[src/rtl/memlcd_pkg.sv]
// Shared constants and state encoding for the memory-LCD receive decoder.
package memlcd_pkg;

    // Bit positions inside the mode field.
    localparam int M_UPDATE = 0;
    localparam int M_VCOM   = 1;
    localparam int M_CLEAR  = 2;

    typedef enum logic [2:0] {
        IDLE,
        MODE,
        ADDR,
        DATA,
        DUMMY
    } state_t;

    function automatic int max_of(input int a, input int b);
        return (a > b) ? a : b;
    endfunction

endpackage

[src/rtl/memlcd_rx_sync.sv]
// Brings the three memory-LCD bus wires into the refclk domain and finds edges.
// The synchronizer flops carry no reset so that a chip select already high
// across a reset pulse does not look like a fresh rising edge afterwards.
module memlcd_rx_sync (
    input  logic clk,
    input  logic lcd_sclk,
    input  logic lcd_si,
    input  logic lcd_scs,
    output logic sclk_rise,
    output logic si_s,
    output logic scs_s,
    output logic scs_rise,
    output logic scs_fall
);

    // [0] metastable stage, [1] synchronized, [2] history
    logic [2:0] sclk_q, sclk_d;
    logic [2:0] scs_q,  scs_d;
    logic [1:0] si_q,   si_d;

    // Next values of the shift chains.
    always_comb begin
        sclk_d = {sclk_q[1:0], lcd_sclk};
        scs_d  = {scs_q[1:0],  lcd_scs};
        si_d   = {si_q[0],     lcd_si};
    end

    // Synchronizer and history registers.
    always_ff @(posedge clk) begin
        sclk_q <= sclk_d;
        scs_q  <= scs_d;
        si_q   <= si_d;
    end

    assign sclk_rise = sclk_q[1] & ~sclk_q[2];
    assign si_s      = si_q[1];
    assign scs_s     = scs_q[1];
    assign scs_rise  = scs_q[1] & ~scs_q[2];
    assign scs_fall  = ~scs_q[1] & scs_q[2];

endmodule

[src/rtl/memlcd_rx.sv]
// Memory-LCD serial bus monitor: rebuilds mode, line address and pixel bytes
// from oversampled sclk/si/scs and reports line, clear and framing events.
module memlcd_rx
    import memlcd_pkg::*;
#(
    parameter int MODE_BITS  = 6,
    parameter int ADDR_BITS  = 10,
    parameter int PIXELS     = 336,
    parameter int DUMMY_BITS = 16
) (
    input  logic                            refclk,
    input  logic                            rst,
    input  logic                            lcd_sclk,
    input  logic                            lcd_si,
    input  logic                            lcd_scs,
    output logic [MODE_BITS-1:0]            mode,
    output logic [ADDR_BITS-1:0]            line_addr,
    output logic [7:0]                      pix_data,
    output logic [$clog2(PIXELS/8)-1:0]     pix_idx,
    output logic                            pix_valid,
    output logic                            line_valid,
    output logic                            clear_all,
    output logic                            frame_done,
    output logic                            err_truncated,
    output logic                            busy
);

    localparam int IDX_W = $clog2(PIXELS/8);
    localparam int CNT_W = $clog2(max_of(max_of(PIXELS, DUMMY_BITS),
                                         max_of(ADDR_BITS, MODE_BITS)) + 1);
    // Wide enough for the longest field shifted in as a whole.
    localparam int SH_W  = max_of(max_of(MODE_BITS, ADDR_BITS), 8);

    logic sclk_rise, si_s, scs_s, scs_rise, scs_fall;

    memlcd_rx_sync u_sync (
        .clk       (refclk),
        .lcd_sclk  (lcd_sclk),
        .lcd_si    (lcd_si),
        .lcd_scs   (lcd_scs),
        .sclk_rise (sclk_rise),
        .si_s      (si_s),
        .scs_s     (scs_s),
        .scs_rise  (scs_rise),
        .scs_fall  (scs_fall)
    );

    state_t               state_q, state_d;
    logic [CNT_W-1:0]     cnt_q, cnt_d;
    logic [SH_W-1:0]      shift_q, shift_d, shift_in;
    logic [MODE_BITS-1:0] mode_q, mode_d;
    logic [ADDR_BITS-1:0] addr_q, addr_d;
    logic [7:0]           pix_data_q, pix_data_d;
    logic [IDX_W-1:0]     pix_idx_q, pix_idx_d;
    logic                 nodata_q, nodata_d;
    logic                 fall_pend_q, fall_pend_d;
    logic                 armed_q, armed_d;
    logic                 busy_q, busy_d;
    logic                 pix_valid_q, pix_valid_d;
    logic                 line_valid_q, line_valid_d;
    logic                 clear_all_q, clear_all_d;
    logic                 frame_done_q, frame_done_d;
    logic                 err_q, err_d;

    // Decode FSM: one sample per sclk rise; a chip-select fall that coincides
    // with a sample is deferred one cycle so the sample's strobe lands first.
    always_comb begin
        state_d      = state_q;
        cnt_d        = cnt_q;
        shift_d      = shift_q;
        mode_d       = mode_q;
        addr_d       = addr_q;
        pix_data_d   = pix_data_q;
        pix_idx_d    = pix_idx_q;
        nodata_d     = nodata_q;
        fall_pend_d  = 1'b0;
        // Only a chip select seen low since reset may start a transfer.
        armed_d      = armed_q | ~scs_s;
        busy_d       = scs_s;
        pix_valid_d  = 1'b0;
        line_valid_d = 1'b0;
        clear_all_d  = 1'b0;
        frame_done_d = 1'b0;
        err_d        = 1'b0;
        shift_in     = {si_s, shift_q[SH_W-1:1]};

        if (state_q == IDLE) begin
            if (scs_rise && armed_q) begin
                state_d = MODE;
                cnt_d   = '0;
            end
        end else if (sclk_rise && !fall_pend_q) begin
            shift_d     = shift_in;
            cnt_d       = cnt_q + CNT_W'(1);
            fall_pend_d = scs_fall;
            unique case (state_q)
                MODE: begin
                    if (cnt_q == CNT_W'(MODE_BITS - 1)) begin
                        mode_d  = shift_in[SH_W-1 -: MODE_BITS];
                        state_d = ADDR;
                        cnt_d   = '0;
                    end
                end
                ADDR: begin
                    if (cnt_q == CNT_W'(ADDR_BITS - 1)) begin
                        addr_d   = shift_in[SH_W-1 -: ADDR_BITS];
                        nodata_d = mode_q[M_CLEAR];
                        state_d  = mode_q[M_CLEAR] ? DUMMY : DATA;
                        cnt_d    = '0;
                    end
                end
                DATA: begin
                    if (cnt_q[2:0] == 3'd7) begin
                        pix_valid_d = 1'b1;
                        pix_data_d  = shift_in[SH_W-1 -: 8];
                        pix_idx_d   = IDX_W'(cnt_q >> 3);
                    end
                    if (cnt_q == CNT_W'(PIXELS - 1)) begin
                        state_d = DUMMY;
                        cnt_d   = '0;
                    end
                end
                DUMMY: begin
                    if (cnt_q == CNT_W'(DUMMY_BITS - 1)) begin
                        clear_all_d  = nodata_q;
                        line_valid_d = ~nodata_q;
                        nodata_d     = 1'b0;
                        state_d      = MODE;
                        cnt_d        = '0;
                    end
                end
                default: ;
            endcase
        end else if (scs_fall || fall_pend_q) begin
            if (state_q == MODE && cnt_q == '0) frame_done_d = 1'b1;
            else                                err_d        = 1'b1;
            state_d  = IDLE;
            cnt_d    = '0;
            nodata_d = 1'b0;
        end
    end

    // State, datapath and strobe registers.
    always_ff @(posedge refclk) begin
        if (rst) begin
            state_q      <= IDLE;
            cnt_q        <= '0;
            shift_q      <= '0;
            mode_q       <= '0;
            addr_q       <= '0;
            pix_data_q   <= '0;
            pix_idx_q    <= '0;
            nodata_q     <= 1'b0;
            fall_pend_q  <= 1'b0;
            armed_q      <= 1'b0;
            busy_q       <= 1'b0;
            pix_valid_q  <= 1'b0;
            line_valid_q <= 1'b0;
            clear_all_q  <= 1'b0;
            frame_done_q <= 1'b0;
            err_q        <= 1'b0;
        end else begin
            state_q      <= state_d;
            cnt_q        <= cnt_d;
            shift_q      <= shift_d;
            mode_q       <= mode_d;
            addr_q       <= addr_d;
            pix_data_q   <= pix_data_d;
            pix_idx_q    <= pix_idx_d;
            nodata_q     <= nodata_d;
            fall_pend_q  <= fall_pend_d;
            armed_q      <= armed_d;
            busy_q       <= busy_d;
            pix_valid_q  <= pix_valid_d;
            line_valid_q <= line_valid_d;
            clear_all_q  <= clear_all_d;
            frame_done_q <= frame_done_d;
            err_q        <= err_d;
        end
    end

    assign mode          = mode_q;
    assign line_addr     = addr_q;
    assign pix_data      = pix_data_q;
    assign pix_idx       = pix_idx_q;
    assign pix_valid     = pix_valid_q;
    assign line_valid    = line_valid_q;
    assign clear_all     = clear_all_q;
    assign frame_done    = frame_done_q;
    assign err_truncated = err_q;
    assign busy          = busy_q;

endmodule

[config.mk]
export PLATFORM = sky130hd
export DESIGN_NAME = memlcd_rx
export DESIGN_NICKNAME = d
export VERILOG_FILES = /design/src/rtl/memlcd_pkg.sv /design/src/rtl/memlcd_rx_sync.sv /design/src/rtl/memlcd_rx.sv
export SDC_FILE = /design/constraint.sdc
export NUM_CORES = 1
export LEC_CHECK = 0
export ABC_AREA = 1
export ABC_CLOCK_PERIOD_IN_PS = 1400
export CORE_UTILIZATION = 55
export CTS_BUF_LIST = sky130_fd_sc_hd__clkbuf_16
export DETAILED_ROUTE_END_ITERATION = 8
export DONT_BUFFER_PORTS = 1
export PLACE_DENSITY = 0.82
export REMOVE_ABC_BUFFERS = 1
export SLEW_MARGIN = 0
export SYNTH_ARGS = -nofsm -noshare
export SYNTH_HDL_FRONTEND = slang
export SYNTH_SLANG_ARGS = --single-unit
[constraint.sdc]
create_clock -name refclk -period 1.4 [get_ports refclk]
set_input_delay 0.21 -clock refclk [delete_from_list [all_inputs] [get_ports refclk]]
set_output_delay 0.21 -clock refclk [all_outputs]
set_load 0.1 [all_outputs]
==> impl_metrics.json, run 1 <==
{
  "cts.path.max_buffers": 2,
  "dp_slack_ns": -0.189,
  "rr_startpoint": "cnt_q[0]",
  "ys_seq_area_frac": 0.490,
  "antenna_cells": 0,
  "antenna_found_initial": 0,
  "final_common_cell": "buf_4",
  "via_per_inst": 6.64,
  "yosys-top-cells-area": "dfxtp_1 49%, a21oi_1 7.9%, nand2_1 6.2%",
  "hold_slack_ns": -0.0861,
  "p_per_area_mw_per_mm2": 1540,
  "syn2layout_area_growth_pct": 55.4,
  "fp.dieArea_mm2": 0.00534,
  "crit_top_cell": "nand2_1",
  "fmax_ghz": 0.523,
  "worst_pin_slew_ns": 0.398,
  "path_cells": "ha_4, nand3_4, nor2_1, nand2_1, nand3_1, nand2_1, nor2_2, nand3_2, nand2_1, nor2_1",
  "cts_tree": "yes",
  "first_pass_iters": 7,
  "crit_required_ns": 1.62,
  "cts_made_buffers": 9,
  "post-route-drc-count": 0,
  "dpl.cell_count": 474,
  "slew_violations": 0,
  "fin_worst_skew_ns": 0.0135,
  "finalSetupViolCount": 51,
  "clkTransAtPathRegs_ns": 0.07,
  "ys_types": 30,
  "ys.warnings.count": 0,
  "nNetsFinal": 446,
  "ant_nets": 0,
  "cts_sinks": 68,
  "synth_top_cell_area_share": 0.490,
  "cp.arrival_ns": 2.14,
  "hold_start": "rst",
  "rr_worst_depth": 10,
  "dp_hpwl_mm": 4.55,
  "fin_crit_ns": 1.91,
  "die_y_um": 73.1,
  "grt_max_degree": 27,
  "start_util": 0.580,
  "cts_root_buffer": "clkbuf_16",
  "failed_checks": "negative hold slack, negative setup slack",
  "yosysTopAreaCell": "dfxtp_1",
  "ios": 41,
  "instances_no_fill": 509,
  "tns_ns": -11.05,
  "min_to": "cnt_q[1]",
  "rsz0062_at_grt": "yes",
  "grt_pass1_vias": 2909,
  "finish.utilization": 0.901,
  "critical_path_buf_inv_count": 0,
  "status": "complete, but fails checks",
  "grt_pass1_wl_mm": 14.2,
  "syn_avg_cell_area_um2": 8.00,
  "ir_drop_mv": 1.47,
  "die_x_um": 73.1,
  "gp_congestion": 0.909,
  "drt_wl_total_mm": 12.2,
  "avgRoutedWirePerCell_um": 24.0,
  "syn_area_mm2": 0.00278,
  "start_kind": "register",
  "min_path_type": "primary input to register",
  "fillers": 201,
  "leakagePower_nw": 1.80,
  "slowest_stage": "dfxtp_4",
  "finalHoldViolations": 9,
  "reg2reg_to": "state_q[2]",
  "track_usage": 0.364,
  "max_stage_delay_ns": 0.41,
  "crit_family": "simple AND/OR/NAND/NOR gates",
  "overflow": 0,
  "ys_ff_latch": 68,
  "reg2reg_slack_ns": -0.51,
  "min_path_cells": 1,
  "htreeDepth": 3,
  "drv_cap": 0,
  "worstSetupPathType": "register to register",
  "initialDrtViolationCount": 559,
  "layout_setup_ws_ns": -0.513,
  "hold_buffers": 5,
  "via_count": 3379,
  "io_buffers": 0,
  "crit_fanout": 4,
  "slew_headroom": 0.735,
  "clock_latency_ns": 0.35,
  "fp.coreArea_mm2": 0.00479,
  "end_kind": "register",
  "period_share": 1.37,
  "layout_common_cells": "74 x buf_4, 60 x dfxtp_1, 33 x nand2_1, 33 x a21oi_1, 31 x inv_1",
  "core.rowCount": 25,
  "synth_cells": 347,
  "drive_above_1_share": 0.466
}
==> cells by family (layout without fill, tap and decap cells) <==
kind of cell	Yosys count	count (layout)	share of synthesized area
buffers and inverters	54	148	0.0834
adder cells (fa/ha/maj)	4	4	0.0180
AO/OA/AOI/OAI	92	92	0.169
AND/OR/NAND/NOR	124	125	0.223
multiplexers	1	1	0.00361
XOR/XNOR	4	4	0.0126
flip-flops	68	68	0.490
==> state kept, by name (all words and copies together), names as in the netlist, 6 cells and up <==
register	flops
mode	6
pix_data	8
shift_q	9
pix_idx	6
cnt_q	9
line_addr	10
==> report_power, final <==
group,switching (mW),internal [mW]
registers,0.116,2.04
clock network,0.952,1.57
logic,1.37,0.584
total,2.44,4.20
==> area by class of cell <==
class	instances	area [µm²]	area share
Clock buffer	9	225	0.0522
Clock inverter	7	98.8	0.0229
Inverter	41	174	0.0403
Multi-Input combinational cell	226	1590	0.367
Sequential cell	68	1380	0.321
Tap cell	67	83.8	0.0194
Timing Repair Buffer	90	754	0.175
Timing Repair inverter	1	8.76	0.00203
==> Yosys cell counts <==
cell type / number
a21boi_1: 2
a21oi_1: 44
buf_2: 3
buf_4: 2
buf_6: 2
clkbuf_1: 6
dfxtp_1: 68
ha_1: 4
inv_1: 34
inv_2: 6
inv_4: 1
mux2i_1: 1
nand2_1: 46
nand2_2: 4
nand2_4: 1
nand3_1: 28
nand3_2: 3
nand3_4: 1
nand3b_1: 1
nand4_1: 4
nor2_1: 21
nor2_2: 6
nor2_8: 1
nor3_1: 4
nor3_2: 2
nor4_1: 2
o211ai_1: 2
o21ai_0: 34
o21ai_1: 10
xor2_1: 4
==> per-layer routing <==
layer / vias to the layer above / share of wire / track usage
li1: 1342 / - / -
met1: 1541 / 0.35 / 0.402
met2: 380 / 0.45 / 0.602
met3: 116 / 0.13 / 0.104
met4: 0 / 0.078 / 0.257
met5: - / 0 / 0
==> how the worst max path moves through the flow <==
stage / slack [ns] / to / from / depth (start not counted)
3_5_place_dp: -0.19 / cnt_q[6] / cnt_q[1] / 10
2_1_floorplan: -0.23 / line_addr[0] / cnt_q[5] / 7
4_1_cts: -0.10 / state_q[0] / cnt_q[0] / 10
6_report: -0.51 / state_q[2] / cnt_q[0] / 10
5_1_grt: -0.68 / state_q[2] / cnt_q[5] / 11
3_3_place_gp: -0.09 / cnt_q[4] / cnt_q[0] / 10
==> repair_timing <==
item                                   CTS  global route
cloned                                   2             1
pin swaps                               11            22
resized for setup                       48            97
setup endpoints to repair               49            53
buffers inserted                         4             8
endpoints found under the hold margin   15             9
==> through the flow <==
step	hold slack, ns	area [µm²]	power, mW
final	-0.0861	4310	6.64
after global routing	-0.0918	4310	6.74
after CTS	-0.0744	3950	5.96
after detailed placement	0.238	3350	3.31
after global placement	0.238	3350	3.28
after floorplan	0.238	2700	2.94
No activity file was read; power rests on OpenSTA's default activity.
==> run 2, diff against run 1 <==
CORE_UTILIZATION = 39   (was 55)
PLACE_DENSITY = 0.64   (was 0.82)
==> impl_metrics.json, run 2 (synthesis gave the netlist of run 1 again) <==
{
  "start_util": 0.406,
  "crit_end": "state_q[0]",
  "die_y_um": 86.4,
  "finalHoldViolations": 10,
  "end_kind": "register",
  "via_per_inst": 4.96,
  "layout_setup_ws_ns": -0.0680,
  "via_count": 2648,
  "p_sw_mw": 1.89,
  "cts_sinks": 68,
  "io_buffers": 0,
  "worst-path-stages": 11,
  "antenna_found_initial": 0,
  "reg2reg_slack_ns": -0.07,
  "track_usage": 0.191,
  "slowest_stage": "dfxtp_4",
  "dp_slack_ns": -0.208,
  "rsz0062_at_grt": "yes",
  "crit_required_ns": 1.63,
  "clkPwrFrac": 0.414,
  "ios": 41,
  "cts_made_buffers": 9,
  "instances_no_fill": 534,
  "dr_wl_met2_mm": 3.56,
  "cp-startpoint": "cnt_q[1]",
  "grt_max_degree": 26,
  "wl_met3_um": 434,
  "drive_above_1_share": 0.425,
  "worst_pin_slew_ns": 0.291,
  "cts_root_buffer": "clkbuf_16",
  "critical_path_buf_inv_count": 1,
  "p_int_mw": 4.34,
  "fin_area_mm2": 0.00423,
  "path_cells": "inv_4, ha_4, nand2_1, nor2_1, nand2_2, nand2_1, nand2_2, nor2_4, nand2_2, a21boi_2, nor2_1",
  "post-route-drc-count": 0,
  "fp.dieArea_mm2": 0.00746,
  "cts.path.max_buffers": 2,
  "min_path_type": "primary input to register",
  "finalSetupViolCount": 26,
  "rr_worst_depth": 11,
  "die_x_um": 86.4,
  "layout_common_cells": "75 x buf_4, 60 x dfxtp_1, 38 x nand2_1",
  "ir_drop_mv": 0.945,
  "failed_checks": "negative hold slack, negative setup slack",
  "fin_crit_ns": 1.47,
  "slew_headroom": 0.806,
  "swShare": 0.304,
  "multi_input_area_mm2": 0.00148,
  "max_stage_delay_ns": 0.36,
  "fillers": 591,
  "syn2layout_area_growth_pct": 52.3,
  "first_pass_iters": 4,
  "hold_slack_ns": -0.0736,
  "final_common_cell": "buf_4",
  "clkTransAtPathRegs_ns": 0.06,
  "drt-met1-wl_mm": 3.10,
  "nNetsFinal": 443,
  "slew_violations": 0,
  "hold_buffers": 5,
  "overflow": 0,
  "gp_congestion": 0.844,
  "initialDrtViolationCount": 123,
  "drt_wl_total_mm": 7.23,
  "seq_area_mm2": 0.00139,
  "grt_pass1_vias": 2397,
  "highest_layer": "met4",
  "leakagePower_nw": 1.77,
  "crit_top_cell": "nand2_2",
  "core.rowCount": 30,
  "reg2reg_to": "state_q[0]",
  "status": "complete, but fails checks",
  "htreeDepth": 3,
  "post_dp_cell_area_mm2": 0.00339,
  "clock_latency_ns": 0.33,
  "period_share": 1.05,
  "largest_reg_flops": 10,
  "cts_tree": "yes",
  "fin_worst_skew_ns": 0.00395,
  "dpl.cell_count": 504,
  "grt_pass1_wl_mm": 11.0,
  "dp_hpwl_mm": 4.43,
  "fmax_ghz": 0.681,
  "fp.coreArea_mm2": 0.00683,
  "start_kind": "register",
  "crit_fanout": 3,
  "worstSetupPathType": "register to register",
  "p_per_area_mw_per_mm2": 1480,
  "power_frac_comb": 0.243,
  "avgRoutedWirePerCell_um": 13.5,
  "ant_nets": 0,
  "seqPwrFrac": 0.343,
  "drv_cap": 0,
  "finalPower_mw": 6.24,
  "rr_startpoint": "cnt_q[1]",
  "cp.arrival_ns": 1.70,
  "antenna_cells": 0,
  "crit_family": "simple AND/OR/NAND/NOR gates"
}
[run 2: cell types whose count changed in the layout (fill, tap and decap cells not counted), moves of 2 or more]
| cell | previous run | this run |
|---|---|---|
| nand2_4 | 6 | 3 |
| nor2_4 | 11 | 9 |
| nand3_2 | 15 | 9 |
| o21ai_1 | 16 | 19 |
| nand2_1 | 33 | 38 |
| a21oi_2 | 10 | 12 |
| buf_6 | 9 | 5 |
| nand3_1 | 13 | 19 |
| o21ai_2 | 13 | 9 |
| nand2_2 | 12 | 10 |
| nor2_1 | 12 | 14 |
| o21ai_0 | 14 | 16 |
| inv_6 | 4 | 0 |
[run 2: worst min-delay path by stage]
stage                         from               end  slack, ns  cells after the start
after global placement      lcd_si    u_sync.si_q[0]       0.24                      0
after global routing           rst        state_q[1]      -0.08                      1
final                          rst        state_q[1]      -0.07                      1
after CTS                      rst          cnt_q[1]      -0.07                      1
after floorplan           lcd_sclk  u_sync.sclk_q[0]       0.24                      0
after detailed placement    lcd_si    u_sync.si_q[0]       0.24                      0
[run 2: per-stage QoR]
step                      setup TNS, ns  utilization  hold WS (ns)
after floorplan                   -4.05            -         0.238
after global placement            -1.30        0.496         0.238
after detailed placement          -2.84        0.496         0.238
after CTS                         -2.16        0.563       -0.0729
after global routing              -3.77        0.619       -0.0813
final                            -0.958        0.619       -0.0736
[run 2: layout make-up]
type                    count  share of cell area
clock buffers               9              0.0533
well taps                  96              0.0284
flip-flops and latches     68               0.328
inverters                  41              0.0405
clock inverters             6              0.0269
multi-input cells         225               0.350
repair inverters            1             0.00385
repair buffers             88               0.169
[run 2: power by group through the flow]
stage | registers, mW | clock network (mW) | logic, mW
final | 2.14 | 2.58 | 1.51
after global routing | 2.15 | 2.70 | 1.65
after CTS | 2.11 | 2.62 | 1.22
after detailed placement | 2.14 | 0 | 1.18
after global placement | 2.14 | 0 | 1.16
after floorplan | 2.17 | 0 | 0.771
[run 2: layer usage]
layer	vias up	GRT usage
li1	1333	-
met1	1236	0.236
met2	67	0.310
met3	12	0.0581
met4	0	0.0818
met5	-	0
[run 2: timing repair]
item / CTS / global route
gates resized for setup: 12 / 107
pin swaps: 6 / 22
endpoints found under the hold margin: 15 / 10
endpoints found under the setup margin: 37 / 49
cloned: 0 / 2
buffers inserted: 3 / 5
[run 2: worst reg2reg max path: stages (launching register included)]
cell and delay (ns):
dfxtp_4 0.36, inv_4 0.06, ha_4 0.13, nand2_1 0.05
nor2_1 0.11, nand2_2 0.10, nand2_1 0.11, nand2_2 0.09
nor2_4 0.12, nand2_2 0.07, a21boi_2 0.11, nor2_1 0.05
==> run 3, diff against run 2 <==
ABC_CLOCK_PERIOD_IN_PS = not set   (was 1400)
==> results of run 3 <==
The final DEF is identical to that of run 2; final timing and power are the same.
